File: src/rtl/dm_pipe_pkg.sv
// dm_pipe_pkg: shared FSM type, lane constants and helpers for the dm_pipe data memory
package dm_pipe_pkg;

    typedef enum logic {ST_INIT, ST_RUN} state_t;

    localparam int DEF_DATA_W = 16;
    localparam int NBYTES     = DEF_DATA_W / 8;
    // be_merge works on the widest supported word; callers widen and truncate around it
    localparam int MAX_W      = 256;
    localparam int MAX_B      = MAX_W / 8;

    function automatic logic [MAX_W-1:0] be_merge(
        input logic [MAX_W-1:0] old_w,
        input logic [MAX_W-1:0] new_w,
        input logic [MAX_B-1:0] be
    );
        logic [MAX_W-1:0] r;
        r = old_w;
        for (int i = 0; i < MAX_B; i++) r[8*i +: 8] = be[i] ? new_w[8*i +: 8] : old_w[8*i +: 8];
        return r;
    endfunction

    function automatic bit lat_ok(input int lat);
        return lat >= 1 && lat <= 4;
    endfunction

    function automatic bit width_ok(input int w);
        return w > 0 && w % 8 == 0 && w <= MAX_W;
    endfunction

endpackage

File: src/rtl/dm_rd_pipe.sv
// dm_rd_pipe: LAT-deep valid/data/err delay line carrying read responses to the output
//   CLK, RST_N            clock, asynchronous active-low reset (flushes all stages)
//   in_valid/data/err     response captured at the acceptance edge
//   out_valid/data/err    response LAT cycles later; data/err are zero unless valid
module dm_rd_pipe
    import dm_pipe_pkg::*;
#(
    parameter int DATA_W = 16,
    parameter int LAT    = 1
) (
    input  logic              CLK,
    input  logic              RST_N,
    input  logic              in_valid,
    input  logic [DATA_W-1:0] in_data,
    input  logic              in_err,
    output logic              out_valid,
    output logic [DATA_W-1:0] out_data,
    output logic              out_err
);

    logic [LAT-1:0]    v;
    logic [LAT-1:0]    e;
    logic [DATA_W-1:0] d [LAT];

    always_ff @(posedge CLK or negedge RST_N) begin
        if (!RST_N) begin
            v <= '0;
            e <= '0;
            for (int i = 0; i < LAT; i++) d[i] <= '0;
        end else begin
            v[0] <= in_valid;
            e[0] <= in_err;
            d[0] <= in_data;
            for (int i = 1; i < LAT; i++) begin
                v[i] <= v[i-1];
                e[i] <= e[i-1];
                d[i] <= d[i-1];
            end
        end
    end

    assign out_valid = v[LAT-1];
    assign out_err   = e[LAT-1];
    assign out_data  = d[LAT-1];

endmodule

File: src/rtl/dm_pipe.sv
// dm_pipe: pipelined data memory with valid/ready requests, byte enables, range check and post-reset clear
//   CLK, RST_N   clock, asynchronous active-low reset
//   req_*        request: valid/ready handshake, write flag, word address, byte enables, write data
//   rsp_*        read response: one-cycle valid pulse, data, out-of-range error (data/err zero when idle)
//   wr_drop      one-cycle pulse after an out-of-range write was discarded
//   init_done    high once every word has been cleared after reset
module dm_pipe
    import dm_pipe_pkg::*;
#(
    parameter int DATA_W   = 8 * NBYTES,
    parameter int DEPTH    = 8,
    parameter int ADDR_W   = 16,
    parameter int READ_LAT = 1
) (
    input  logic                CLK,
    input  logic                RST_N,
    input  logic                req_valid,
    output logic                req_ready,
    input  logic                req_write,
    input  logic [ADDR_W-1:0]   req_addr,
    input  logic [DATA_W/8-1:0] req_be,
    input  logic [DATA_W-1:0]   req_wdata,
    output logic                rsp_valid,
    output logic [DATA_W-1:0]   rsp_rdata,
    output logic                rsp_err,
    output logic                wr_drop,
    output logic                init_done
);

    localparam int CW = $clog2(DEPTH);
    localparam logic [ADDR_W-1:0] DEPTH_A = ADDR_W'(DEPTH);

    if (!lat_ok(READ_LAT)) begin : g_bad_lat
        $error("dm_pipe: READ_LAT must be within 1..4");
    end
    if (!width_ok(DATA_W)) begin : g_bad_w
        $error("dm_pipe: DATA_W must be a positive multiple of 8");
    end

    state_t            st, st_nxt;
    logic [CW-1:0]     clr_cnt;
    logic [DATA_W-1:0] mem [DEPTH];
    logic              acc, in_range, rd_acc, wr_ok;
    logic [CW-1:0]     idx;
    logic [DATA_W-1:0] rd_word, merged, pipe_data;

    assign acc      = req_valid && req_ready;
    // full-width compare so high address bits can never alias into the array
    assign in_range = req_addr < DEPTH_A;
    assign idx      = req_addr[CW-1:0];
    assign rd_word  = mem[idx];
    assign merged   = DATA_W'(be_merge(MAX_W'(rd_word), MAX_W'(req_wdata), MAX_B'(req_be)));
    assign rd_acc   = acc && !req_write;
    assign wr_ok    = acc && req_write && in_range;

    always_ff @(posedge CLK or negedge RST_N) begin
        if (!RST_N) begin
            st      <= ST_INIT;
            clr_cnt <= '0;
        end else begin
            st      <= st_nxt;
            clr_cnt <= (st == ST_INIT) ? clr_cnt + CW'(1) : clr_cnt;
        end
    end

    always_comb begin
        st_nxt = (st == ST_INIT && clr_cnt == CW'(DEPTH - 1)) ? ST_RUN : st;
    end

    always_comb begin
        req_ready = st == ST_RUN;
        init_done = st == ST_RUN;
    end

    // array has no reset; INIT overwrites every word before requests are accepted
    always_ff @(posedge CLK) begin
        if (st == ST_INIT) mem[clr_cnt] <= '0;
        else if (wr_ok) mem[idx] <= merged;
    end

    always_ff @(posedge CLK or negedge RST_N) begin
        if (!RST_N) wr_drop <= 1'b0;
        else wr_drop <= acc && req_write && !in_range;
    end

    // zero data enters the pipe for idle and out-of-range slots, keeping idle outputs at 0
    assign pipe_data = (rd_acc && in_range) ? rd_word : '0;

    dm_rd_pipe #(
        .DATA_W (DATA_W),
        .LAT    (READ_LAT)
    ) u_rd_pipe (
        .CLK       (CLK),
        .RST_N     (RST_N),
        .in_valid  (rd_acc),
        .in_data   (pipe_data),
        .in_err    (rd_acc && !in_range),
        .out_valid (rsp_valid),
        .out_data  (rsp_rdata),
        .out_err   (rsp_err)
    );

endmodule

File: config.mk
export PLATFORM = sky130hd
export DESIGN_NAME = dm_pipe
export DESIGN_NICKNAME = d
export VERILOG_FILES = /design/src/rtl/dm_pipe_pkg.sv /design/src/rtl/dm_rd_pipe.sv /design/src/rtl/dm_pipe.sv
export SDC_FILE = /design/constraint.sdc
export NUM_CORES = 1
export LEC_CHECK = 0
export CORE_ASPECT_RATIO = 0.8
export CORE_MARGIN = 1.5
export CORE_UTILIZATION = 40
export CTS_CLUSTER_DIAMETER = 80
export DETAILED_ROUTE_END_ITERATION = 6
export PLACE_DENSITY = 0.58
export RECOVER_POWER = 25
export SYNTH_ARGS = -nofsm -noshare
export SYNTH_HDL_FRONTEND = slang
export SYNTH_SLANG_ARGS = --single-unit
File: constraint.sdc
create_clock -name CLK -period 4.6 [get_ports CLK]
set_input_delay 0.92 -clock CLK [delete_from_list [all_inputs] [get_ports CLK]]
set_output_delay 0.92 -clock CLK [all_outputs]
set_load 0.02 [all_outputs]
==> results of run 1 <==
-- state kept, by name, indices dropped and copies added (netlist names) --
name	count
u_rd_pipe.out_err	1
clr_cnt	3
mem	128
u_rd_pipe.out_data	16
wr_drop	1
init_done	1
u_rd_pipe.out_valid	1
-- cell families (layout without fill, tap and decap cells) --
| kind of cell | after synthesis | in the layout | share of synthesized area (%) |
|---|---|---|---|
| mux | 50 | 50 | 15.8 |
| simple gates | 59 | 59 | 4.86 |
| buf+inv | 25 | 119 | 3.14 |
| compound gates | 24 | 24 | 4.13 |
| flops | 151 | 151 | 71.5 |
| xor+xnor | 1 | 1 | 0.142 |
| fa+ha+maj | 2 | 2 | 0.405 |
-- Yosys cell counts, types with 2 or more instances --
| cell type | count |
|---|---|
| clkbuf_1 | 4 |
| nand3_1 | 2 |
| mux2_2 | 2 |
| nor4_1 | 2 |
| o32ai_1 | 3 |
| inv_1 | 4 |
| buf_6 | 3 |
| buf_12 | 2 |
| edfxtp_1 | 128 |
| nor3_1 | 17 |
| mux4_2 | 13 |
| dfrtp_1 | 23 |
| or2_2 | 3 |
| a2111oi_1 | 10 |
| buf_2 | 7 |
| ha_1 | 2 |
| buf_8 | 2 |
| o31ai_1 | 4 |
| nor2_1 | 19 |
| nand2_1 | 3 |
| mux2i_1 | 16 |
| a2111oi_2 | 6 |
| or3_1 | 2 |
| nand2b_1 | 6 |
| mux4_1 | 19 |
-- worst max-delay path, delay by kind of cell --
kind	cells	cell delay, ns
and+or+nand+nor	1	0.50
buffers and inverters	3	2.00
AOI/OAI and AO/OA	1	0.31
-- metrics by stage --
stage,instances,util (%),total power [mW],hold WS [ns],area (um2)
3_5_place_dp,582,46.9,1.61,0.546,7060
2_1_floorplan,312,-,1.56,0.497,6180
3_3_place_gp,582,46.9,1.61,0.543,7060
4_1_cts,614,50.8,3.01,0.554,7650
5_1_grt,616,50.7,3.07,0.600,7640
6_report,616,50.7,2.98,0.562,7640
-- cells in the final DEF, fill, tap and decap left out, types with 3 or more instances in the layout --
master	count
a2111oi_1	8
a2111oi_2	6
buf_4	18
bufinv_16	3
clkbuf_1	8
clkbuf_16	17
clkdlybuf4s50_1	33
clkinv_2	3
clkinvlp_4	3
dfrtp_1	23
dlygate4sd3_1	24
edfxtp_1	128
inv_1	4
mux2i_1	16
mux4_1	19
mux4_2	13
nand2_1	3
nand2b_1	6
nor2_1	19
nor3_1	17
o31ai_2	4
o32ai_2	3
or2_2	3
-- path summary, 6_finish.rpt --
kind / from / endpoint / slack (ns) / cells past startpoint
setup / recovery: req_write / mem[6][9] / 0.87 / 5
hold / removal: clr_cnt[0] / clr_cnt[0] / 0.56 / 1
setup reg to reg: init_done / mem[6][9] / 1.25 / 4
hold reg to reg: clr_cnt[0] / clr_cnt[0] / 0.56 / 1
max in group asynchronous: RST_N / u_rd_pipe.out_data[15] / 2.35 / 2
min in group asynchronous: RST_N / u_rd_pipe.out_valid / 1.39 / 2
-- routing by layer --
metal  wire [um]  track usage (%)  up-vias
li1            -                -     1467
met1        5990             23.8     1711
met2        6180             26.8       70
met3         475             5.02        6
met4          71             3.78        0
met5           0                0        -
-- power by group --
part	internal [mW]	switching [mW]
Combinational	0.0557	0.0575
Clock	0.866	0.535
Sequential	1.47	0.000260
-- layout make-up --
class / instances / area, um2 / share of cell area (%)
well taps: 210 / 263 / 3.44
repair buffers: 83 / 738 / 9.66
inverters: 4 / 15.0 / 0.196
flip-flops and latches: 151 / 4420 / 57.8
clock inverters: 12 / 149 / 1.95
multi-input cells: 136 / 1610 / 21.1
clock buffers: 20 / 447 / 5.84
==> impl_metrics.ini, run 1 <==
[status]
outcome = finished, final reports clean

[clocking]
insertion_delay_ns = 0.41
postCtsSetupBuffers = 0
clk_pin_slew_ns = 0.06
cts_tree = built
cts_buffers = 17
numClockSinks = 151
cts_buffer_depth = 2
root_buffer = clkbuf_16
cts_resized = 0
cts.htree.levels = 4
ctsHoldBuffers = 0

[route]
vias = 3254
first_pass_iters = 5
wirelength_um = 12700
drc = 0
vias_per_cell = 5.28
avgRoutedWirePerCell_um = 20.7
antenna_left = 0
dr.first_iter.drc_count = 220

[yosys]
ys_async_sr_fraction_pct = 15.2
syn_area_um2 = 6180
ys_seq_elements = 151
yosysTopAreaCell = edfxtp_1
ys_seq_area_share_pct = 71.5
synth_area_leaders = edfxtp_1 (62%), dfrtp_1 (9.3%), mux4_1 (8.1%), mux4_2 (4.7%), mux2i_1 (2.6%)
ys_types = 35
synth_nets = 352
synthFlopType = edfxtp_1
syn_inst = 312
avgSynthCellArea_um2 = 19.8
yosysTopAreaCellShare_pct = 62.2
ys_warn_count = 0
synth-edff-count = 128

[timing]
period_needed_ns = 3.73
hold_viol = 0
clock_skew_ns = 0.0103
rsz0062_at_grt = no
layout_worst_path_cycle_share_pct = 81.2
setup_viol = 0
maxSlewViolCount = 0
fin_ws_ns = 0.866
clock.fmax_ghz = 0.268
finalSetupTns_ns = 0
tightest_slew_ns = 1.47
relSlewSlack_pct = 2.21

[power_and_ir_drop]
leakagePower_nw = 2.97
powerDensity_nw_per_um2 = 390
ir_drop_uv = 262

[setup_path]
critical_path.most_common_cell = clkbuf_1
cp_slowest_stage_delay_ns = 0.91
critPathMaxFanout = 16
crit_arrival_ns = 3.76
path_class = in -> reg
cp.required_ns = 4.62
critPathLaunchType = primary input
crit_chain = dlygate4sd3_1 > nand3_1 > clkbuf_1 > o31ai_2 > clkbuf_1
crit_path_end_kind = flip-flop
worst_path_max_delay_cell = clkbuf_1

[global_route]
grt_pass1_vias = 3377
grt_usage_pct = 17.1
grt-ovfl-total = 0
grt_pass1_wl_um = 19800
antenna_found_initial = 0
grt_max_degree = 43

[placed_design]
post-dp-hpwl_um = 7790
post-place-ws_ns = 0.646
gp_congestion = 0.729
io_buffer_count = 58

[floorplanning]
initial_core_util_pct = 41.0
rows = 40
dieArea_um2 = 16200
die_width_um = 142
pin_count = 59
fp.dieH_um = 114
fp.coreArea_um2 = 15100

[cells_and_area]
drive_gt1_share_pct = 20.4
n_antenna_cell = 0
area_growth_pct = 23.7
fillers = 1245
final_nets = 433

[min_path]
hold_path_class = reg -> reg

[run]
timing.max_cap.violations = 0
Power figures use the tool's default switching activity.
==> run 2: changes to the inputs <==
Settings changed: PLACE_DENSITY 0.58 to 0.6.
Clock period 4.6 ns to 3.4 ns, I/O delays scaled along.
==> impl_metrics.ini, run 2 (synthesized netlist as in run 1, its figures left out) <==
[route]
vias = 3244
avgRoutedWirePerCell_um = 20.5
dr.first_iter.drc_count = 277
antenna_left = 0
wirelength_um = 12700
vias_per_cell = 5.22
drc = 0
first_pass_iters = 4

[clocking]
root_buffer = clkbuf_16
postCtsSetupBuffers = 0
cts.htree.levels = 4
cts_buffer_depth = 2
numClockSinks = 151
cts_resized = 0
ctsHoldBuffers = 0
clk_pin_slew_ns = 0.06
cts_tree = built
insertion_delay_ns = 0.42
cts_buffers = 17

[placed_design]
post-dp-hpwl_um = 7600
placed_cells = 589
io_buffer_count = 58
gp_congestion = 0.695

[timing]
clock.fmax_ghz = 0.317
period_needed_ns = 3.15
hold_viol = 0
tightest_slew_ns = 1.48
setup_viol = 0
layout_worst_path_cycle_share_pct = 92.8
rsz0062_at_grt = no
relSlewSlack_pct = 1.48
maxSlewViolCount = 0
clock_skew_ns = 0.00830

[setup_path]
cp_slowest_stage_delay_ns = 0.85
crit_chain = dlygate4sd3_1 > nor4_1 > nand4_2 > buf_12 > o31ai_1 > dlymetal6s2s_1
crit_arrival_ns = 3.19
critPathMaxFanout = 42
worst_path_max_delay_cell = dlymetal6s2s_1
rrSetupSlack_ns = 0.42
path_class = in -> reg
crit_path_end_kind = flip-flop
critPathLaunchType = primary input
cp.required_ns = 3.43

[floorplanning]
fp.coreArea_um2 = 15100
pin_count = 59
initial_core_util_pct = 41.0
die_width_um = 142
dieArea_um2 = 16200
fp.dieH_um = 114
rows = 40

[cells_and_area]
drive_gt1_share_pct = 21.1
mostFrequentLayoutCells = edfxtp_1 (128), clkdlybuf4s50_1 (33), dlygate4sd3_1 (24)
layout_commonest_cell = edfxtp_1
n_antenna_cell = 0
fillers = 1196
largest_reg_flops = 128
final_cells = 622
multi_input_area_um2 = 1590
top_register = mem
final_nets = 439
area_growth_pct = 25.4
regArea_um2 = 4420

[global_route]
grt_max_degree = 43
grt_usage_pct = 16.9
grt_pass1_wl_um = 19300
antenna_found_initial = 0
grt_pass1_vias = 3329
grt-ovfl-total = 0

[power_and_ir_drop]
leakagePower_nw = 3.02
ir_drop_uv = 328
finalPower_mw = 3.91
powerDensity_nw_per_um2 = 505

[run]
timing.max_cap.violations = 0

[min_path]
hold_path_class = reg -> reg

[status]
outcome = finished, final reports clean
run 2: changes by cell type in the layout (fill, tap and decap cells not counted), moves of 2 or more:
cell,change
buf_12,+8
clkinvlp_4,+3
bufinv_16,-2
clkinv_2,-2
run 2: path summary, 6_finish.rpt:
check,start,to,depth (start not counted)
max in group asynchronous,RST_N,u_rd_pipe.out_data[7],2
hold / removal,clr_cnt[0],clr_cnt[0],1
setup / recovery,req_addr[15],mem[1][1],6
min in group asynchronous,RST_N,init_done,2
hold reg to reg,clr_cnt[0],clr_cnt[0],1
setup reg to reg,init_done,mem[1][1],4
run 2: final cells by class:
type	instances	share of cell area [%]
timing repair buffer	89	11.6
clock inverter	10	1.26
multi-input combinational	136	20.6
tap	210	3.39
inverter	4	0.194
sequential	151	57.0
clock buffer	22	5.99
run 2: report_power, final:
| part | internal, mW | switching, mW |
|---|---|---|
| sequential | 1.98 | 0.000281 |
| combinational | 0.0887 | 0.0796 |
| clock | 1.05 | 0.712 |
| total | 3.12 | 0.792 |
run 2: metrics by stage:
stage / hold WS [ns] / setup WS [ns] / utilization, % / area [um2] / TNS, ns
2_1_floorplan: 0.384 / 0.195 / - / 6180 / 0
3_3_place_gp: 0.530 / 0.264 / 48.0 / 7240 / 0
3_5_place_dp: 0.586 / -0.0450 / 48.0 / 7240 / -0.359
4_1_cts: 0.604 / 0.383 / 51.8 / 7800 / 0
5_1_grt: 0.658 / 0.138 / 51.4 / 7750 / 0
6_report: 0.612 / 0.245 / 51.4 / 7750 / 0
run 2: routing by layer:
| layer | GRT usage, % | share of wire (%) | up-vias |
|---|---|---|---|
| met5 | 0 | 0 | - |
| met4 | 5.91 | 0.94 | 0 |
| met3 | 5.27 | 6.8 | 10 |
| met2 | 26.5 | 49 | 101 |
| met1 | 22.6 | 44 | 1656 |
| li1 | - | - | 1477 |
run 2: worst max-delay path, delay by kind of cell:
kind,cells,cell delay (ns)
compound gates,1,0.25
simple gates,2,0.61
buf+inv,3,1.62
==> run 3: changes to the inputs <==
Settings changed: CORE_UTILIZATION 40 to 23, PLACE_DENSITY 0.6 to 0.39, SLEW_MARGIN set to 20.
==> impl_metrics.ini, run 3 (synthesized netlist as in run 1, its figures left out) <==
[status]
outcome = finished, final reports clean

[global_route]
grt-ovfl-total = 0
grt_pass1_wl_um = 20900
grt_max_degree = 43
grt_pass1_vias = 3432
grt_usage_pct = 10.9
antenna_found_initial = 0

[timing]
period_needed_ns = 2.95
relSlewSlack_pct = 5.98
maxSlewViolCount = 0
layout_worst_path_cycle_share_pct = 86.7
tightest_slew_ns = 1.41
finalSetupTns_ns = 0
hold_viol = 0
setup_viol = 0
clock.fmax_ghz = 0.339
clock_skew_ns = 0.00750
rsz0062_at_grt = no

[floorplanning]
initial_core_util_pct = 23.5
dieArea_um2 = 27900
pin_count = 59
die_width_um = 186
fp.dieH_um = 150
fp.coreArea_um2 = 26300
rows = 53

[placed_design]
placed_cells = 737
post-dp-hpwl_um = 8310
placed_cell_area_um2 = 7390
gp_congestion = 0.676
io_buffer_count = 58

[clocking]
cts_buffers = 17
insertion_delay_ns = 0.42
cts_resized = 0
ctsHoldBuffers = 0
numClockSinks = 151
root_buffer = clkbuf_16
cts.htree.levels = 4
clk_pin_slew_ns = 0.06
cts_buffer_depth = 2
cts_tree = built
postCtsSetupBuffers = 0

[setup_path]
critPathMaxFanout = 22
crit_chain = dlygate4sd3_1 > nand3_1 > clkbuf_2 > or3b_2 > o32ai_2 > buf_4
worst_path_max_delay_cell = or3b_2
timing.rr.end = mem[5][11]
crit_arrival_ns = 3.05
path_class = in -> reg
rr_worst_depth = 5
crit_start = req_write
cp_slowest_stage_delay_ns = 0.66
crit_path_end_kind = flip-flop
r2r-start = init_done
cp.required_ns = 3.51
critPathLaunchType = primary input
endpoint = mem[5][11]
rrSetupSlack_ns = 0.65

[run]
timing.max_cap.violations = 0

[min_path]
hold_path_class = reg -> reg

[cells_and_area]
multi_input_area_um2 = 1660
fillers = 2580
mostFrequentLayoutCells = edfxtp_1 (128), clkdlybuf4s50_1 (36), dfrtp_1 (23)
regArea_um2 = 4420
final_cells = 769
drive_gt1_share_pct = 24.0
layout_commonest_cell = edfxtp_1
final_nets = 439
area_growth_pct = 29.8
fin_area_um2 = 8020
top_register = mem
largest_reg_flops = 128
n_antenna_cell = 0

[route]
vias_per_cell = 4.17
dr.first_iter.drc_count = 257
met2_length_um = 7230
antenna_left = 0
wl_met1_um = 5890
avgRoutedWirePerCell_um = 18.1
wirelength_um = 13900
vias = 3206
met3WireLength_um = 693
highest_layer = met4
first_pass_iters = 4
drc = 0

[power_and_ir_drop]
powerDensity_nw_per_um2 = 513
leakagePower_nw = 3.07
ir_drop_uv = 248
## run 3: critical path, delay by kind of cell
family / cells / cell delay, ns
buf+inv: 3 / 1.37
simple gates: 2 / 0.74
compound gates: 1 / 0.25
## run 3: layout make-up
class / count / share of cell area [%]
multi-input combinational: 136 / 20.7
clock inverter: 15 / 2.37
tap: 357 / 5.57
inverter: 4 / 0.187
clock buffer: 17 / 5.31
timing repair buffer: 89 / 10.8
sequential: 151 / 55.1
## run 3: how the worst min path moves through the flow
stage | start | end | cells after the start
3_5_place_dp | clr_cnt[0] | clr_cnt[0] | 1
2_1_floorplan | RST_N | clr_cnt[0] | 0
6_report | clr_cnt[0] | clr_cnt[0] | 1
4_1_cts | clr_cnt[0] | clr_cnt[0] | 1
3_3_place_gp | clr_cnt[0] | clr_cnt[0] | 1
5_1_grt | clr_cnt[0] | clr_cnt[0] | 1
## run 3: report_power, final
part	leakage [nW]	internal (mW)	switching [mW]
logic	1.05	0.0883	0.0860
registers	1.73	1.98	0.000389
clock network	0.301	1.17	0.782
## run 3: through the flow
step	util [%]	worst slack (ns)	hold WS (ns)	power, mW
final	30.5	0.453	0.575	4.11
after floorplan	-	0.195	0.384	2.11
after global placement	28.1	0.267	0.559	2.20
after global routing	30.5	0.347	0.602	4.27
after detailed placement	28.1	0.0998	0.569	2.20
after CTS	30.4	0.554	0.580	4.18
## run 3: layer usage
layer / up-vias / GRT usage (%)
li1: 1475 / -
met1: 1648 / 12.9
met2: 74 / 18.5
met3: 9 / 3.65
met4: 0 / 3.31
met5: - / 0
